`config.mk`:
```
export PLATFORM = sky130hd
export DESIGN_NAME = alu_seq_param
export DESIGN_NICKNAME = d
export VERILOG_FILES = /design/src/rtl/alu_seq_param.sv
export SDC_FILE = /design/constraint.sdc
export NUM_CORES = 1
export LEC_CHECK = 0
export CAP_MARGIN = 30
export CORE_MARGIN = 5
export CORE_UTILIZATION = 58
export DETAILED_ROUTE_END_ITERATION = 8
export HOLD_SLACK_MARGIN = 0.08
export PLACE_DENSITY = 0.82
export REMOVE_ABC_BUFFERS = 1
export SYNTH_ARGS = -nofsm -noshare
export SYNTH_HDL_FRONTEND = slang
export SYNTH_SLANG_ARGS = --single-unit
```
`constraint.sdc`:
```
create_clock -name clk -period 4.4 [get_ports clk]
set_clock_uncertainty 0.2 [all_clocks]
set_input_delay 0.44 -clock clk [delete_from_list [all_inputs] [get_ports clk]]
set_output_delay 0.44 -clock clk [all_outputs]
set_load 0.02 [all_outputs]
```
`src/rtl/alu_seq_param.sv`:
```
// alu_seq_param: registered, parametrised ALU with valid/ready on both sides.
// Operations: ADD, SUB, AND, OR, SLL, SRL, SRA, XOR and an optional MUL.
// MUL is an iterative shift-add multiplier.
// Optional feature macro: ALU_MUL_EN.
//   - Defined: the multiplier, the MUL_BUSY state and the iteration counter
//     are built in.
//   - Undefined: opcode 8 falls through to the default-opcode behaviour.
// One operation is in flight at a time. The result register holds its value
// until the downstream stage takes it.
module alu_seq_param #(
    parameter  int WIDTH = 16,
    localparam int SW    = $clog2(WIDTH)
) (
    input  logic             clk,
    input  logic             rst,
    input  logic             inValid,
    output logic             inReady,
    input  logic [3:0]       opcode,
    input  logic [WIDTH-1:0] input1,
    input  logic [WIDTH-1:0] input2,
    input  logic [SW-1:0]    shiftValue,
    output logic             outValid,
    input  logic             outReady,
    output logic [WIDTH-1:0] result,
    output logic             carryFlag,
    output logic             zeroFlag,
    output logic             signFlag,
    output logic             overflowFlag
);

    localparam logic [3:0] OP_ADD = 4'd0;
    localparam logic [3:0] OP_SUB = 4'd1;
    localparam logic [3:0] OP_AND = 4'd2;
    localparam logic [3:0] OP_OR  = 4'd3;
    localparam logic [3:0] OP_SLL = 4'd4;
    localparam logic [3:0] OP_SRL = 4'd5;
    localparam logic [3:0] OP_SRA = 4'd6;
    localparam logic [3:0] OP_XOR = 4'd7;

    // Output registers
    logic [WIDTH-1:0] result_r;
    logic             carry_r;
    logic             zero_r;
    logic             sign_r;
    logic             ovf_r;
    logic             out_valid_r;

    // Single-cycle datapath
    logic [WIDTH-1:0] res_s;
    logic             carry_s;
    logic             ovf_s;
    logic [WIDTH:0]   add_s;
    logic [WIDTH:0]   sub_s;

    // Handshake
    logic             in_ready_s;
    logic             accept_s;
    logic             load_s;

`ifdef ALU_MUL_EN
    localparam logic [3:0]  OP_MUL   = 4'd8;
    localparam logic [SW:0] CNT_LAST = (SW+1)'(WIDTH - 1);

    typedef enum logic [0:0] {
        IDLE     = 1'b0,
        MUL_BUSY = 1'b1
    } state_t;

    state_t             state_r;
    state_t             state_s;
    logic [SW:0]        cnt_r;
    logic [WIDTH-1:0]   mcand_r;
    logic [2*WIDTH-1:0] prod_r;
    logic [2*WIDTH-1:0] prod_next_s;
    logic [WIDTH:0]     psum_s;
    logic               mul_start_s;
    logic               mul_last_s;
`endif

    // Accept and load qualifiers; a new request waits until the previous result leaves or is leaving
    always_comb begin
`ifdef ALU_MUL_EN
        in_ready_s  = (state_r == IDLE) && (!out_valid_r || outReady);
        accept_s    = inValid && in_ready_s;
        mul_start_s = accept_s && (opcode == OP_MUL);
        mul_last_s  = (state_r == MUL_BUSY) && (cnt_r == CNT_LAST);
        load_s      = accept_s && !mul_start_s;
`else
        in_ready_s  = !out_valid_r || outReady;
        accept_s    = inValid && in_ready_s;
        load_s      = accept_s;
`endif
    end

    // Single-cycle operation result, carry/borrow and signed overflow
    always_comb begin
        res_s   = {WIDTH{1'b0}};
        carry_s = 1'b0;
        ovf_s   = 1'b0;
        add_s   = {1'b0, input1} + {1'b0, input2};
        sub_s   = {1'b0, input1} - {1'b0, input2};
        case (opcode)
            OP_ADD: begin
                res_s   = add_s[WIDTH-1:0];
                carry_s = add_s[WIDTH];
                ovf_s   = (input1[WIDTH-1] == input2[WIDTH-1]) &&
                          (add_s[WIDTH-1] != input1[WIDTH-1]);
            end
            OP_SUB: begin
                res_s   = sub_s[WIDTH-1:0];
                carry_s = sub_s[WIDTH];
                ovf_s   = (input1[WIDTH-1] != input2[WIDTH-1]) &&
                          (sub_s[WIDTH-1] != input1[WIDTH-1]);
            end
            OP_AND:  res_s = input1 & input2;
            OP_OR:   res_s = input1 | input2;
            OP_XOR:  res_s = input1 ^ input2;
            OP_SLL:  res_s = input1 << shiftValue;
            OP_SRL:  res_s = input1 >> shiftValue;
            OP_SRA:  res_s = $signed(input1) >>> shiftValue;
            default: res_s = {WIDTH{1'b0}};
        endcase
    end

`ifdef ALU_MUL_EN
    // One shift-add step: conditionally add the multiplicand to the upper half, then shift right
    always_comb begin
        psum_s      = {1'b0, prod_r[2*WIDTH-1:WIDTH]} +
                      (prod_r[0] ? {1'b0, mcand_r} : {(WIDTH+1){1'b0}});
        prod_next_s = {psum_s, prod_r[WIDTH-1:1]};
    end

    // FSM state register
    always_ff @(posedge clk) begin
        if (rst) begin
            state_r <= IDLE;
        end else begin
            state_r <= state_s;
        end
    end

    // FSM next state: enter MUL_BUSY on a MUL accept, leave after the last step
    always_comb begin
        state_s = state_r;
        case (state_r)
            IDLE: begin
                if (mul_start_s) begin
                    state_s = MUL_BUSY;
                end else begin
                    state_s = IDLE;
                end
            end
            MUL_BUSY: begin
                if (mul_last_s) begin
                    state_s = IDLE;
                end else begin
                    state_s = MUL_BUSY;
                end
            end
            default: state_s = IDLE;
        endcase
    end

    // Multiplier operands, partial product and iteration counter
    always_ff @(posedge clk) begin
        if (rst) begin
            cnt_r   <= {(SW+1){1'b0}};
            mcand_r <= {WIDTH{1'b0}};
            prod_r  <= {(2*WIDTH){1'b0}};
        end else if (mul_start_s) begin
            cnt_r   <= {(SW+1){1'b0}};
            mcand_r <= input1;
            prod_r  <= {{WIDTH{1'b0}}, input2};
        end else if (state_r == MUL_BUSY) begin
            cnt_r   <= cnt_r + {{SW{1'b0}}, 1'b1};
            prod_r  <= prod_next_s;
        end
    end
`endif

    // Output register: load on accept or on MUL completion, drop valid on drain, otherwise hold
    always_ff @(posedge clk) begin
        if (rst) begin
            result_r    <= {WIDTH{1'b0}};
            carry_r     <= 1'b0;
            zero_r      <= 1'b0;
            sign_r      <= 1'b0;
            ovf_r       <= 1'b0;
            out_valid_r <= 1'b0;
        end else if (load_s) begin
            result_r    <= res_s;
            carry_r     <= carry_s;
            zero_r      <= (res_s == {WIDTH{1'b0}});
            sign_r      <= res_s[WIDTH-1];
            ovf_r       <= ovf_s;
            out_valid_r <= 1'b1;
`ifdef ALU_MUL_EN
        end else if (mul_last_s) begin
            result_r    <= prod_next_s[WIDTH-1:0];
            carry_r     <= |prod_next_s[2*WIDTH-1:WIDTH];
            zero_r      <= (prod_next_s[WIDTH-1:0] == {WIDTH{1'b0}});
            sign_r      <= prod_next_s[WIDTH-1];
            ovf_r       <= 1'b0;
            out_valid_r <= 1'b1;
`endif
        end else if (out_valid_r && outReady) begin
            out_valid_r <= 1'b0;
        end
    end

    assign inReady      = in_ready_s;
    assign outValid     = out_valid_r;
    assign result       = result_r;
    assign carryFlag    = carry_r;
    assign zeroFlag     = zero_r;
    assign signFlag     = sign_r;
    assign overflowFlag = ovf_r;

endmodule

```
### Yosys cells after proc, flatten, opt, wreduce, memory -nomap -nowiden

Index checks and enable logic that the tools add are counted.

* add/sub/neg operators: 2
* multipliers: 0
* divide/modulo/power cells: 0
* magnitude comparators: 0
* equality and inequality tests: 11
* shifts and indexed selects: 3
* mux-type cells: 5
* bitwise gates (word level): 3
* reduce and logical (&&, ||, !) cells: 9

Operators by type and width (number)
* $pmux 16 s8: 1
* $add 16x16->17: 1
* $sub 16x16->17: 1
* $and 16x16->16: 1
* $eq 4x3->1 const B: 4
* $logic_not 16->1: 1
* $or 16x16->16: 1
* $shl 16x4->16: 1
* $shr 16x4->16: 1
* $sshr 16x4->16: 1
* $xor 16x16->16: 1
* $eq 4x2->1 const B: 2
* $eq 4x1->1 const B: 1
* $logic_and 1x1->1: 4
* $logic_not 4->1: 1
* $pmux 1 s2: 2
* $ne 1x1->1: 3
* $mux 1: 2
* $reduce_bool 2->1: 1
* $eq 1x1->1: 1
* $logic_not 1->1: 1
* $logic_or 1x1->1: 1

* flip-flop bits (word level): 21
* latch bits: 0
* RAM bits: 0
* memory bits (read-only): 0
* memories: 0

### Logic depth before layout (Yosys ltp)

* word-level depth: 4
* depth in mapped cells: 13
* mapped depth without buffers: 12

### Worst setup path before layout

Ideal clock, no wire load.

* kind: input port to flip-flop
* start: input shiftValue[0]
* end: register zero_r (netlist: zeroFlag)
* setup time: 0.096 ns
* arrival: 2.896 ns
* slack: 1.209 ns
* stages: 12
* buffers on the path: 3
* cell sequence: buf_6 > buf_2 > buf_2 > mux4_2 > mux2_2 > nand3_1 > o211ai_1 > nor4_4 > nand4_1 > nor4_1 > nand4_1 > o41ai_2

* cells in the longest elaborated chain, start to end: 3
* elaborated cells on any way between the ends: 5
* classes of those cells: shift: 3; mux: 1; reduce/logical: 1

RTL lines
* start, declared: line 21 `input logic [SW-1:0] shiftValue,`
* $sshr 16x4->16, or another cell as far along: line 120 `OP_SRA: res_s = $signed(input1) >>> shiftValue;`
* $pmux 16 s8 (*): line 102 `case (opcode)`
* $logic_not 16->1 (*): line 193 `zero_r <= (res_s == {WIDTH{1'b0}});`
* end signal, assigned: line 193
* end, declared: line 43 `logic zero_r;`

Mark *: on every way between the ends. The rest lies on a longest branch, timed or not.
A chain may end at the register's enable or synchronous reset.

### Worst setup path in the final report

* start: input input1[4]
* end: register zero_r (netlist: zeroFlag)

* cells in the longest elaborated chain, start to end: 3
* elaborated cells on any way between the ends: 10
* classes of those cells: add/sub: 2; shift: 3; mux: 1; bitwise: 3; reduce/logical: 1

RTL lines
* start, declared: line 19 `input logic [WIDTH-1:0] input1,`
* $sub 16x16->17, or another cell as far along: line 101 `sub_s = {1'b0, input1} - {1'b0, input2};`
* $pmux 16 s8 (*): line 102
* $logic_not 16->1 (*): line 193

Marked as above.

==> metrics.txt <==
Slew Limit Headroom 0.4896; total power 0.001052 W; Initial Utilization 0.5954; first-pass GRT wire length 30190 um; WHS 0.2747 ns; total leakage power 2.447 nW; Filler cells 665; Hold Buf Count CTS 0; final clock period utilization by the worst path 0.9472; FF-to-FF path depth 8; Post-DP Area 5814 um^2; CP Max Fanout 10; Final ANT Viol Nets 0; total global routing overflow 0; die height 101.8 um; Site Rows 33; Initial DRC Count 935; CP Capture Type flop; I/O pins 66; DRT Pass-1 Iters 7; Critical Path Start input1[4]; Syn Area/Cell 7.379 um^2; CTS resizes 0; TritonCTS Buffers 3; post-synthesis cell area 4892 um^2; antenna diode count 0; initial antenna violation count 0; Setup WS post-layout 0.2324 ns; hold path start result[14]$_SDFFE_PP0P_; area grow syn2layout 20.31%; layout cells sized above 1 0.1166; port bufs 65; Slew Viols, Final 0; Routability Congestion 1.065; Synth Register Bits 20; Vias/cell 7.174; Worst setup SP type input pin; RR Startpoint outValid$_SDFFE_PP0P_; WS Path Type input pin to flop; core area 8217 um^2; asr flop ratio synth 0; clk_lat worst skew 0.25 ns; clock root buffer master clkbuf_8; Clock Tree Buf Depth 2; number of global-route vias before repair 5666; setup violators final 0; # clock sinks 20; area of the multi-input gates 4094 um^2; Setup WS pre-CTS 0.1474 ns; number of synthesized flops with an enable pin 0; Pwr Density 178.7 nW/um^2; die area 10370 um^2; largest net degree at the start of global routing 42; final hold violation count 0; register area 400.4 um^2; hpwl dp 15380 um; GR Util All Layers 0.3713; maximum vdd drop 100.3 uV; slew at the pin with the worst max-slew slack 0.7632 ns; HP Class flop to flop; Max Cap Viol 0; Residual DRC 0; post-layout net count 828; TNS Setup 0 ns; sequential cell area fraction in the yosys report 0.08184; CP required 4.36 ns; final WL 19400 um; RSZ-0062 raised after global routing no; CTS H-tree depth 1; status finished clean; synth warn 0; fin crit period 4.168 ns; Worst Path Arrival 4.13 ns; Avg WL per Cell 23.26 um; setup bufs post-CTS 0; via count 5983; CTS tree yes; highest clock rate 239.9 MHz; clk slew on worst S/H paths 0.08 ns; ys flop type dfxtp_1; final instance area 5886 um^2; Syn Inst Count 663; Yosys cell types 74; die width 101.8 um; worst hold path stage count 2
[power by group]
| group | internal (W) | total (W) | leakage, nW | switching (W) |
|---|---|---|---|---|
| clock | 0.000121 | 0.000180 | 0.0357 | 0.0000587 |
| combinational | 0.000273 | 0.000671 | 2.25 | 0.000399 |
| sequential | 0.000194 | 0.000201 | 0.165 | 0.00000653 |
| total | 0.000588 | 0.00105 | 2.45 | 0.000464 |
[flip-flops by register name (all words and copies together), names as in the netlist]
name	cells
carryFlag	1
outValid	1
overflowFlag	1
result	16
zeroFlag	1
[path summary, 6_finish.rpt]
check | to | slack (ns)
worst max-delay path | zeroFlag$_SDFFE_PP0P_ | 0.23
worst min-delay path | result[14]$_SDFFE_PP0P_ | 0.27
worst max register to register | zeroFlag$_SDFFE_PP0P_ | 1.56
worst min register to register | result[14]$_SDFFE_PP0P_ | 0.27
[kinds of logic (layout without fill, tap and decap cells)]
group	after synthesis	count (layout)	share of synthesized area
AO/OA/AOI/OAI	206	206	0.3005
XOR/XNOR	10	10	0.01790
adder cells (fa/ha/maj)	54	54	0.1396
buffers and inverters	99	165	0.08133
flip-flops	20	20	0.08184
multiplexers	46	46	0.1491
AND/OR/NAND/NOR	228	228	0.2297
[cell usage in the layout, fill, tap and decap left out, drive strengths merged, types with 20 or more instances in the layout]
cell type      Yosys  layout
ha                53      53
clkdlybuf4s50      0      64
inv               54      54
dfxtp             20      20
mux2i             20      20
nor2              74      74
a21oi             34      34
nor3              28      28
buf               19      43
o21ai             38      38
nand2             49      49
mux4              20      20
[per-stage QoR]
stage                     utilization  cells
final                          0.7163    834
after global routing           0.7163    834
after CTS                      0.7163    834
after detailed placement       0.7076    830
after global placement         0.7076    830
after floorplan                     -    618
[synth_stat cells (all sizes together), types with 11 or more instances]
cell / number / area (um^2)
o21ai: 38 / 190.2
dfxtp: 20 / 400.4
o211ai: 16 / 120.1
a21oi: 34 / 170.2
nand2b: 12 / 75.07
clkbuf: 26 / 97.59
a31oi: 12 / 75.07
mux2i: 20 / 200.2
buf: 19 / 97.59
ha: 53 / 663.1
inv: 54 / 202.7
nor2: 74 / 277.8
a211oi: 18 / 135.1
nor3: 28 / 145.1
nand2: 49 / 183.9
mux4: 20 / 461.7
nand3: 11 / 55.05
[layout make-up]
class                      instances  share of cell area
multi-input combinational        544              0.6956
timing repair buffer             107              0.1675
sequential                        20             0.06803
inverter                          54             0.03444
tap                              105             0.02232
clock buffer                       3            0.007015
clock inverter                     1            0.005102
[metal layers]
layer | vias to the layer above | GRT usage | wire (um)
met5 | - | 0 | 0
met4 | 0 | 0.1897 | 1153
met3 | 115 | 0.1058 | 3145
met2 | 539 | 0.5624 | 8252
met1 | 2707 | 0.4834 | 6845
li1 | 2622 | - | -
[worst max-delay path: stages]
cell	delay [ns]
clkdlybuf4s50_1	0.72
inv_1	0.12
ha_1	0.41
nor2b_1	0.20
or4_1	0.45
o2111ai_1	0.21
o311ai_0	0.16
xnor2_1	0.35
o211ai_1	0.17
nor4_1	0.38
nand4_1	0.17
o41ai_2	0.34
No activity file was read; power rests on OpenSTA's default activity.
